### src/rtl/mult.sv
// Iterative unsigned 16x16 shift-and-add multiplier, low 16 bits of product, start/done handshake.
// Optional MULT_OVF_EN adds an ovf output flagging a nonzero upper product half.
module mult (
  input  logic        clk,
  input  logic        rst_n,
  input  logic [15:0] in1,
  input  logic [15:0] in2,
  input  logic        start,
`ifdef MULT_OVF_EN
  output logic        ovf,
`endif
  output logic [15:0] Result,
  output logic        busy,
  output logic        done
);

  typedef enum logic {IDLE, RUN} state_e;

  state_e      state_q, state_d;
  logic [31:0] mcand_q, mcand_d;
  logic [15:0] mplier_q, mplier_d;
  logic [31:0] acc_q, acc_d;
  logic [4:0]  cnt_q, cnt_d;
  logic [15:0] result_q, result_d;
  logic        busy_q, busy_d;
  logic        done_q, done_d;
  logic [31:0] acc_sum;
`ifdef MULT_OVF_EN
  logic        ovf_q, ovf_d;
`endif

  always_comb begin
    state_d  = state_q;
    mcand_d  = mcand_q;
    mplier_d = mplier_q;
    acc_d    = acc_q;
    cnt_d    = cnt_q;
    result_d = result_q;
    busy_d   = busy_q;
    done_d   = 1'b0;
`ifdef MULT_OVF_EN
    ovf_d    = ovf_q;
`endif
    // Partial product for this iteration; also used to form the final result on the last edge.
    acc_sum  = acc_q + (mplier_q[0] ? mcand_q : 32'd0);
    case (state_q)
      IDLE: begin
        if (start) begin
          mcand_d  = {16'd0, in1};
          mplier_d = in2;
          acc_d    = 32'd0;
          cnt_d    = 5'd0;
          busy_d   = 1'b1;
          state_d  = RUN;
        end
      end
      RUN: begin
        acc_d    = acc_sum;
        mcand_d  = mcand_q << 1;
        mplier_d = mplier_q >> 1;
        cnt_d    = cnt_q + 5'd1;
        if (cnt_q == 5'd15) begin
          result_d = acc_sum[15:0];
`ifdef MULT_OVF_EN
          ovf_d    = |acc_sum[31:16];
`endif
          done_d   = 1'b1;
          busy_d   = 1'b0;
          state_d  = IDLE;
        end
      end
    endcase
  end

  always_ff @(posedge clk) begin
    if (!rst_n) begin
      state_q  <= IDLE;
      mcand_q  <= 32'd0;
      mplier_q <= 16'd0;
      acc_q    <= 32'd0;
      cnt_q    <= 5'd0;
      result_q <= 16'd0;
      busy_q   <= 1'b0;
      done_q   <= 1'b0;
`ifdef MULT_OVF_EN
      ovf_q    <= 1'b0;
`endif
    end else begin
      state_q  <= state_d;
      mcand_q  <= mcand_d;
      mplier_q <= mplier_d;
      acc_q    <= acc_d;
      cnt_q    <= cnt_d;
      result_q <= result_d;
      busy_q   <= busy_d;
      done_q   <= done_d;
`ifdef MULT_OVF_EN
      ovf_q    <= ovf_d;
`endif
    end
  end

  assign Result = result_q;
  assign busy   = busy_q;
  assign done   = done_q;
`ifdef MULT_OVF_EN
  assign ovf    = ovf_q;
`endif

endmodule

### config.mk
export PLATFORM = sky130hd
export DESIGN_NAME = mult
export DESIGN_NICKNAME = d
export VERILOG_FILES = /design/src/rtl/mult.sv
export SDC_FILE = /design/constraint.sdc
export NUM_CORES = 1
export LEC_CHECK = 0
export ABC_AREA = 0
export CORE_ASPECT_RATIO = 0.9
export CORE_MARGIN = 4
export CORE_UTILIZATION = 55
export CTS_CLUSTER_DIAMETER = 50
export DETAILED_ROUTE_END_ITERATION = 8
export PLACE_DENSITY = 0.87
export SYNTH_ARGS = -nofsm -noshare
export SYNTH_HDL_FRONTEND = slang
export SYNTH_SLANG_ARGS = --single-unit
### constraint.sdc
create_clock -name clk -period 3.3 [get_ports clk]
set_clock_uncertainty 0.1 [all_clocks]
set_input_delay 0.66 -clock clk [delete_from_list [all_inputs] [get_ports clk]]
set_output_delay 0.66 -clock clk [all_outputs]
set_load 0.005 [all_outputs]
Word-level counts from Yosys, hierarchy flattened
Cells that the tools add are included.
{"block": "totals", "regBits": 104, "word_cells": 33}
{"block": "classes", "n_addsub": 2, "eq_ne": 3, "n_mux": 16, "bitwise": 1, "n_reduce_logical": 3}
{"operator": "$pmux 32 s2", "n": 2}
{"operator": "$mux 32", "n": 3}
{"operator": "$add 32x32->32", "n": 1}
{"operator": "$pmux 16 s2", "n": 1}
{"operator": "$mux 16", "n": 1}
{"operator": "$pmux 5 s2", "n": 1}
{"operator": "$reduce_and 2->1", "n": 3}
{"operator": "$add 5x1->5 const B", "n": 1}
{"operator": "$eq 5x4->1 const B", "n": 1}
{"operator": "$mux 1", "n": 5}
{"operator": "$mux 5", "n": 1}
{"operator": "$pmux 1 s2", "n": 2}
{"operator": "$ne 2x1->1 const B", "n": 1}
{"operator": "$ne 2x2->1 const B", "n": 1}
{"operator": "$not 1->1", "n": 1}

Longest topological paths before layout
Gate-level depths: netlist of the first run.
{"block": "depth", "depth_word": 3, "depth_mapped": 10, "depth_no_buf": 9}

Worst setup path after synthesis of the first run
Ideal clock, no wire load.
{"block": "synth_path", "path_type": "register to register", "start": "register mplier_q[0]", "end": "register result_q[12], in the netlist Result[12]", "arrival_ps": 2065, "setup_slack_ps": 1014, "path_stages_with_launch": 11, "path_cell_list": "dfxtp_1 clkbuf_1 and2_1 ha_1 buf_2 and3_1 a221oi_2 o211ai_1 a21oi_1 xor2_1 o21ai_1"}
{"block": "synth_between", "elab_chain_len": 2}
{"item": "start: declaration", "line_no": "21", "rtl": "logic [15:0] mplier_q, mplier_d;"}
{"item": "start signal: assignment", "line_no": "91", "rtl": "mplier_q <= mplier_d;"}
{"item": "$mux 32", "line_no": "45", "rtl": "acc_sum = acc_q + (mplier_q[0] ? mcand_q : 32'd0);"}
{"item": "$add 32x32->32", "line_no": "45"}
{"item": "end signal: assignment", "line_no": "94", "rtl": "result_q <= result_d;"}
{"item": "end: declaration", "line_no": "24", "rtl": "logic [15:0] result_q, result_d;"}
Every way passes these cells.
A chain may end at the register's enable or synchronous reset.

Worst setup path in the final report of the first run
{"block": "layout_path", "start": "register mplier_q[0]", "end": "register result_q[10], in the netlist Result[10]"}
Same word-level chain as after synthesis.

==> results of run 1 <==
## worst max-delay path by stage
stage,to,from,slack (ps)
6_report,Result[10],mplier_q[0],790
5_1_grt,Result[12],mplier_q[0],550
4_1_cts,Result[8],mplier_q[0],790
3_5_place_dp,Result[8],mplier_q[0],790
3_3_place_gp,Result[12],mplier_q[0],860
2_1_floorplan,Result[12],mplier_q[0],1010
## cells by family (layout without fill, tap and decap cells)
group | Yosys count | count (layout) | share of synthesized area [%]
AO/OA/AOI/OAI | 108 | 108 | 18.4
flip-flops | 72 | 72 | 39.0
multiplexers | 33 | 33 | 8.93
buffers and inverters | 32 | 78 | 3.42
adder cells (fa/ha/maj) | 18 | 18 | 6.29
AND/OR/NAND/NOR | 144 | 144 | 20.9
XOR/XNOR | 13 | 13 | 3.08
## per-stage QoR
step	std cells	utilization (%)	total power [mW]	worst slack, ps	area, µm²
floorplan	420	-	1.04	1010	3700
detailed placement	540	64.9	1.11	788	4250
finish	556	68.3	1.88	790	4480
global placement	540	64.9	1.11	865	4250
global route	556	68.3	1.96	551	4480
CTS	556	68.3	1.89	788	4480
## layout by cell type (no fill, tap or decap), types with 11 or more instances in the layout
cell                              instances
sky130_fd_sc_hd__a21oi_1                 22
sky130_fd_sc_hd__a22o_1                  11
sky130_fd_sc_hd__and2_1                  49
sky130_fd_sc_hd__clkdlybuf4s50_1         51
sky130_fd_sc_hd__dfxtp_1                 71
sky130_fd_sc_hd__ha_1                    17
sky130_fd_sc_hd__mux2i_1                 33
sky130_fd_sc_hd__nand2_1                 47
sky130_fd_sc_hd__nor2b_1                 12
sky130_fd_sc_hd__o21ai_0                 44
## cell type report
| type | count | area (µm²) | area share, % |
|---|---|---|---|
| multi-input cells | 316 | 2130 | 47.6 |
| repair buffers | 56 | 546 | 12.2 |
| flip-flops and latches | 72 | 1440 | 32.2 |
| clock inverters | 7 | 100 | 2.24 |
| inverters | 6 | 22.5 | 0.503 |
| clock buffers | 9 | 124 | 2.77 |
| well taps | 90 | 113 | 2.52 |
## state kept, by name, summed over array words and instances (netlist names)
signal,cells
acc_q,16
cnt_q,5
mcand_q,16
done,1
Result,16
mplier_q,16
busy,1
state_q,1
## metal layers
metal	global-route usage [%]	routed length, µm	vias to the layer above
li1	-	-	1550
met1	28.0	3750	1438
met2	33.4	3730	71
met3	5.79	497	11
met4	7.48	118	0
met5	0	0	-
## critical path, stage by stage (launching register included)
cell,delay (ps)
sky130_fd_sc_hd__dfxtp_1,420
sky130_fd_sc_hd__and2_1,220
sky130_fd_sc_hd__ha_1,210
sky130_fd_sc_hd__fa_1,430
sky130_fd_sc_hd__a21oi_1,200
sky130_fd_sc_hd__o21ai_0,110
sky130_fd_sc_hd__a21oi_1,260
sky130_fd_sc_hd__o21ai_0,140
sky130_fd_sc_hd__xnor2_1,200
sky130_fd_sc_hd__o21ai_0,110
## power by group through the flow
stage / logic, mW / clock network (mW) / registers, mW
after floorplan: 0.114 / 0 / 0.930
after global placement: 0.162 / 0 / 0.943
after detailed placement: 0.169 / 0 / 0.944
after CTS: 0.170 / 0.797 / 0.924
after global routing: 0.188 / 0.839 / 0.929
final: 0.169 / 0.789 / 0.924
==> implementation parameters, run 1 <==
Parameter                              Value

Detailed routing
  DR vias/cell ... 5.52
  Detailed Route WL ... 8100 µm
  Detail Route Antenna Nets ... 0
  Vias post-DR ... 3,070
  DRC viols ... 0
  Average routed wire per standard cell ... 14.6 µm
  Detailed Route Iter0 Violations ... 174
  Detailed-router iteration count before antenna repair ... 4

Clock tree
  Clock sink total ... 72
  Clock-pin transition on the worst setup and hold timing paths ... 80 ps
  Cell at the root of the clock tree ... sky130_fd_sc_hd__clkbuf_8
  # Post-CTS Setup Buffers ... 0
  Post-CTS resize count ... 0
  Number of buffers on the longest clock path ... 2
  H-Tree Level Count ... 3
  Clock latency at the later pin of the worst-skew pair ... 360 ps
  Number of buffers inserted during clock tree synthesis ... 9
  CTS Hold Bufs ... 0
  TritonCTS clock tree ... done

Floorplan
  Die width ... 94.4 µm
  Num rows ... 28
  Number of primary I/O pins ... 53
  Die Height ... approximately 86 µm
  Initial Util ... about 56%
  Core area ... 0.00655 mm²
  Die ar. ... between 0.008 and 0.009 mm²

Synth
  Top cell type by total area after synthesis ... sky130_fd_sc_hd__dfxtp_1
  Mean instance size in the synthesized netlist ... between 8 and 9 µm²
  Leading cell types by count after synthesis ... sky130_fd_sc_hd__dfxtp_1 (72), sky130_fd_sc_hd__and2_1 (49), sky130_fd_sc_hd__nand2_1 (47)
  Post-synthesis async set-or-reset flop share ... 0%
  Most area-consuming cells after synthesis ... sky130_fd_sc_hd__dfxtp_1 (39%), sky130_fd_sc_hd__mux2i_1 (8.9%), sky130_fd_sc_hd__and2_1 (8.3%), sky130_fd_sc_hd__o21ai_0 (6.0%), sky130_fd_sc_hd__ha_1 (5.8%)
  Warnings from Yosys ... 0
  Synth unique cells ... 41
  Sequential cell area fraction in the yosys report ... 39.0%
  Register bit total from synthesis ... 72
  Most frequent cell after synthesis ... sky130_fd_sc_hd__dfxtp_1
  Share of Yosys cell area claimed by the top area cell type ... 39.0%
  Post-synthesis instance total ... 420
  Number of flops mapped to enable cells by yosys ... 0
  Net count after synthesis ... 473
  Dominant register cell in the synthesized netlist ... sky130_fd_sc_hd__dfxtp_1
  Cell area after synthesis ... ~0.0037 mm²

Worst hold path
  Capture endpoint of the worst hold path ... Result[12]
  Launch point of the worst hold path ... Result[12]
  Type of the worst min-delay path ... reg -> reg
  Hold path depth ... 2

STA
  Fin Hold WS ... about 350 ps
  Setup repair after global routing missed its margin ... false
  Post-layout min period ... 2510 ps
  Slew at the pin closest to its max-slew limit ... 605 ps
  Normalized max-slew margin ... 59.7%
  Final setup vio count ... 0
  Top achievable clock speed ... 398 MHz
  Final number of max-transition violations ... 0
  Total Neg Setup Slack ... 0 ps
  Hold Vio Cnt, Final ... 0
  Post-route fraction of the period consumed by the critical path ... between 70 and 80%

Setup path
  Data arrival time at the worst-slack endpoint ... 2650 ps
  Origin of the critical flop-to-flop path ... mplier_q[0]
  Slack of the worst reg-to-reg path ... roughly 790 ps
  Required arrival time at the worst endpoint ... 3440 ps
  Startpoint Class ... flop
  Endpoint type of the worst setup path ... flop
  Category of the most critical setup path ... reg -> reg
  Depth of the most critical reg-to-reg path ... 9
  Endpoint of the worst register-to-register path ... Result[10]
  Maximum fanout along the worst path ... 17

Pwr
  Leakage power of the design ... 1.87 nW
  Sequential power share ... 49.1%
  Switching power of the nets ... 0.461 mW
  Switch share ... 24.5%
  Areal power density over the cells ... 420 mW/mm²
  Internal ... 1.42 mW
  Logic pwr share ... approximately 9%
  Proportion of power drawn by the clock network ... 41.9%
  Maximum vdd ir drop ... 251 µV

Global routing
  Total global routing overflow ... 0
  Largest net degree at the start of global routing ... 55
  First-pass GRT wire length ... between 10,000 and 15,000 µm
  Initial antenna violation count ... 0
  Number of global-route vias before repair ... ~2,900
  GRT Util Overall ... 21.2%

Finish
  Final-stage net count ... 514
  Proportion of layout cells with a drive suffix above 1 ... around 6.4%
  FILL cells ... 541
  Growth of design area from synthesis to finish ... 21.1%
  Ant. Diodes ... 0

Placement
  Final HPWL from detailed placement ... 5920 µm
  Count of input and output buffers ... 52
  Final Wtd Congestion ... 0.912

Status
  Outcome ... complete, no violations

Flow run
  Number of max-cap violations ... 0
Power figures use the tool's default switching activity.
==> run 2, diff against run 1 <==
==> constraint.sdc (replaced) <==
create_clock -name clk -period 2.37 [get_ports clk]
set_clock_uncertainty 0.1 [all_clocks]
set_input_delay 0.474 -clock clk [delete_from_list [all_inputs] [get_ports clk]]
set_output_delay 0.474 -clock clk [all_outputs]
set_load 0.005 [all_outputs]
==> run 2 against run 1 <==
Net effect:
- non-clock buffer count is 10 higher
- worst hold slack gained 0.71 ps
- fmax is 7.8% higher
- power grew 33%
- final area grew 4.1%
- sequential power rose by 39%
==> implementation parameters, run 2 (synthesis gave the netlist of run 1 again) <==
Parameter                              Value

Pwr
  Sequential power share ... 50.9%
  Areal power density over the cells ... 539 mW/mm²
  Internal ... 1.90 mW
  Leakage power of the design ... around 1.9 nW
  Logic pwr share ... 10.3%
  Maximum vdd ir drop ... 338 µV
  Proportion of power drawn by the clock network ... about two fifths
  Switch share ... 24.5%
  Overall power ... 2.51 mW
  Switching power of the nets ... 0.616 mW

STA
  Fin Hold WS ... 355 ps
  Hold Vio Cnt, Final ... 0
  Normalized max-slew margin ... 60.6%
  Post-route fraction of the period consumed by the critical path ... 98.3%
  Slew at the pin closest to its max-slew limit ... a little under 600 ps
  Top achievable clock speed ... 429 MHz
  Final setup vio count ... 0
  Final number of max-transition violations ... 0
  Setup repair after global routing missed its margin ... true
  Post-layout min period ... about 2300 ps

Detailed routing
  Vias post-DR ... 3,137
  Average routed wire per standard cell ... 15.1 µm
  Detailed Route Iter0 Violations ... 219
  Detail Route Antenna Nets ... 0
  DR vias/cell ... 5.55
  Detailed-router iteration count before antenna repair ... 4
  Detailed Route WL ... 8510 µm
  DRC viols ... 0

Setup path
  Required arrival time at the worst endpoint ... ~2500 ps
  Data arrival time at the worst-slack endpoint ... 2470 ps
  Startpoint Class ... flop
  Category of the most critical setup path ... reg -> reg
  Endpoint type of the worst setup path ... flop
  Maximum fanout along the worst path ... 6

Global routing
  Number of global-route vias before repair ... 2,878
  Largest net degree at the start of global routing ... 48
  Initial antenna violation count ... 0
  First-pass GRT wire length ... 13,400 µm
  GRT Util Overall ... 20.9%
  Total global routing overflow ... 0

Finish
  Proportion of layout cells with a drive suffix above 1 ... 12.0%
  Leading cell type in the layout, fill and taps excluded ... sky130_fd_sc_hd__dfxtp_1
  Final-stage net count ... 524
  Leading cell types in the layout, fill and taps excluded ... sky130_fd_sc_hd__dfxtp_1 (70), sky130_fd_sc_hd__clkdlybuf4s50_1 (51), sky130_fd_sc_hd__and2_1 (48)
  Growth of design area from synthesis to finish ... 26.1%
  Ant. Diodes ... 0

Placement
  Final Wtd Congestion ... about 0.93
  Final HPWL from detailed placement ... 5790 µm
  Count of input and output buffers ... 52

Floorplan
  Number of primary I/O pins ... 53
  Die ar. ... slightly above 0.008 mm²
  Num rows ... 28
  Die width ... between 90 and 100 µm
  Die Height ... 85.8 µm
  Initial Util ... 56.4%
  Core area ... 0.00655 mm²

Flow run
  Number of max-cap violations ... 0

Clock tree
  H-Tree Level Count ... 3
  CTS Hold Bufs ... 0
  Number of buffers on the longest clock path ... 2
  Clock sink total ... 72
  Cell at the root of the clock tree ... sky130_fd_sc_hd__clkbuf_8
  Clock latency at the later pin of the worst-skew pair ... 360 ps
  TritonCTS clock tree ... done
  Number of buffers inserted during clock tree synthesis ... 9
  Clock-pin transition on the worst setup and hold timing paths ... 80 ps

Status
  Outcome ... complete, no violations

Worst hold path
  Type of the worst min-delay path ... reg -> reg
-- run 2: cell count changes in the layout (fill, tap and decap cells not counted), sizes merged --
| cell | before | now |
|---|---|---|
| bufinv | 2 | 1 |
| inv | 9 | 7 |
| clkinvlp | 0 | 1 |
| clkbuf | 9 | 11 |
| buf | 5 | 14 |
-- run 2: final timing paths --
| path | endpoint | start | depth (start not counted) | slack (ps) |
|---|---|---|---|---|
| worst min-delay path | Result[14] | Result[14] | 2 | 360 |
| worst min register to register | Result[14] | Result[14] | 2 | 360 |
| worst max register to register | Result[13] | mplier_q[0] | 9 | 40 |
| worst max-delay path | Result[13] | mplier_q[0] | 9 | 40 |
-- run 2: metal layers --
| metal | part of all wire [%] | routed length, µm | track usage [%] |
|---|---|---|---|
| met1 | 43 | 3700 | 27.1 |
| met2 | 48 | 4050 | 32.7 |
| met3 | 6.7 | 567 | 6.93 |
| met4 | 2.3 | 197 | 7.48 |
| met5 | 0 | 0 | 0 |
-- run 2: metrics by stage --
step | instances | utilization (%) | worst slack, ps | instance area (µm²) | TNS (ps)
after floorplan | 420 | - | 83.9 | 3700 | 0
after global placement | 545 | 65.7 | -31.1 | 4300 | -52.7
after detailed placement | 545 | 65.7 | -117 | 4300 | -549
after CTS | 560 | 68.7 | 3.74 | 4500 | 0
after global routing | 565 | 71.1 | -86.2 | 4660 | -632
final | 565 | 71.1 | 41.4 | 4660 | 0
-- run 2: power groups by stage --
stage | Sequential, mW | Clock (mW) | Combinational (mW)
after floorplan | 1.29 | 0 | 0.159
after global placement | 1.31 | 0 | 0.238
after detailed placement | 1.31 | 0 | 0.247
after CTS | 1.28 | 0.988 | 0.248
after global routing | 1.29 | 1.04 | 0.288
final | 1.28 | 0.972 | 0.260
-- run 2: area by class of cell --
class,instances,area (µm²)
Inverter,6,22.5
Multi-Input combinational cell,316,2250
Tap cell,90,113
Fill cell,492,1890
Clock buffer,10,138
Clock inverter,5,56.3
Timing Repair Buffer,66,634
Sequential cell,72,1450
-- run 2: worst max-delay path, stage by stage, from the launching register on --
cell and delay [ps]:
sky130_fd_sc_hd__dfxtp_4 370, sky130_fd_sc_hd__clkbuf_2 130, sky130_fd_sc_hd__and2_1 190, sky130_fd_sc_hd__ha_4 310, sky130_fd_sc_hd__nand3_1 110, sky130_fd_sc_hd__o211ai_2 250
sky130_fd_sc_hd__and4_4 270, sky130_fd_sc_hd__o211ai_2 120, sky130_fd_sc_hd__a21oi_1 270, sky130_fd_sc_hd__o31ai_2 100
-- run 2: repair_timing --
action                     CTS  global route
pin swaps                    2            15
hold endpoints to repair     0             0
gates resized for setup      2            26
setup endpoints to repair   14            20
setup buffers                0             5
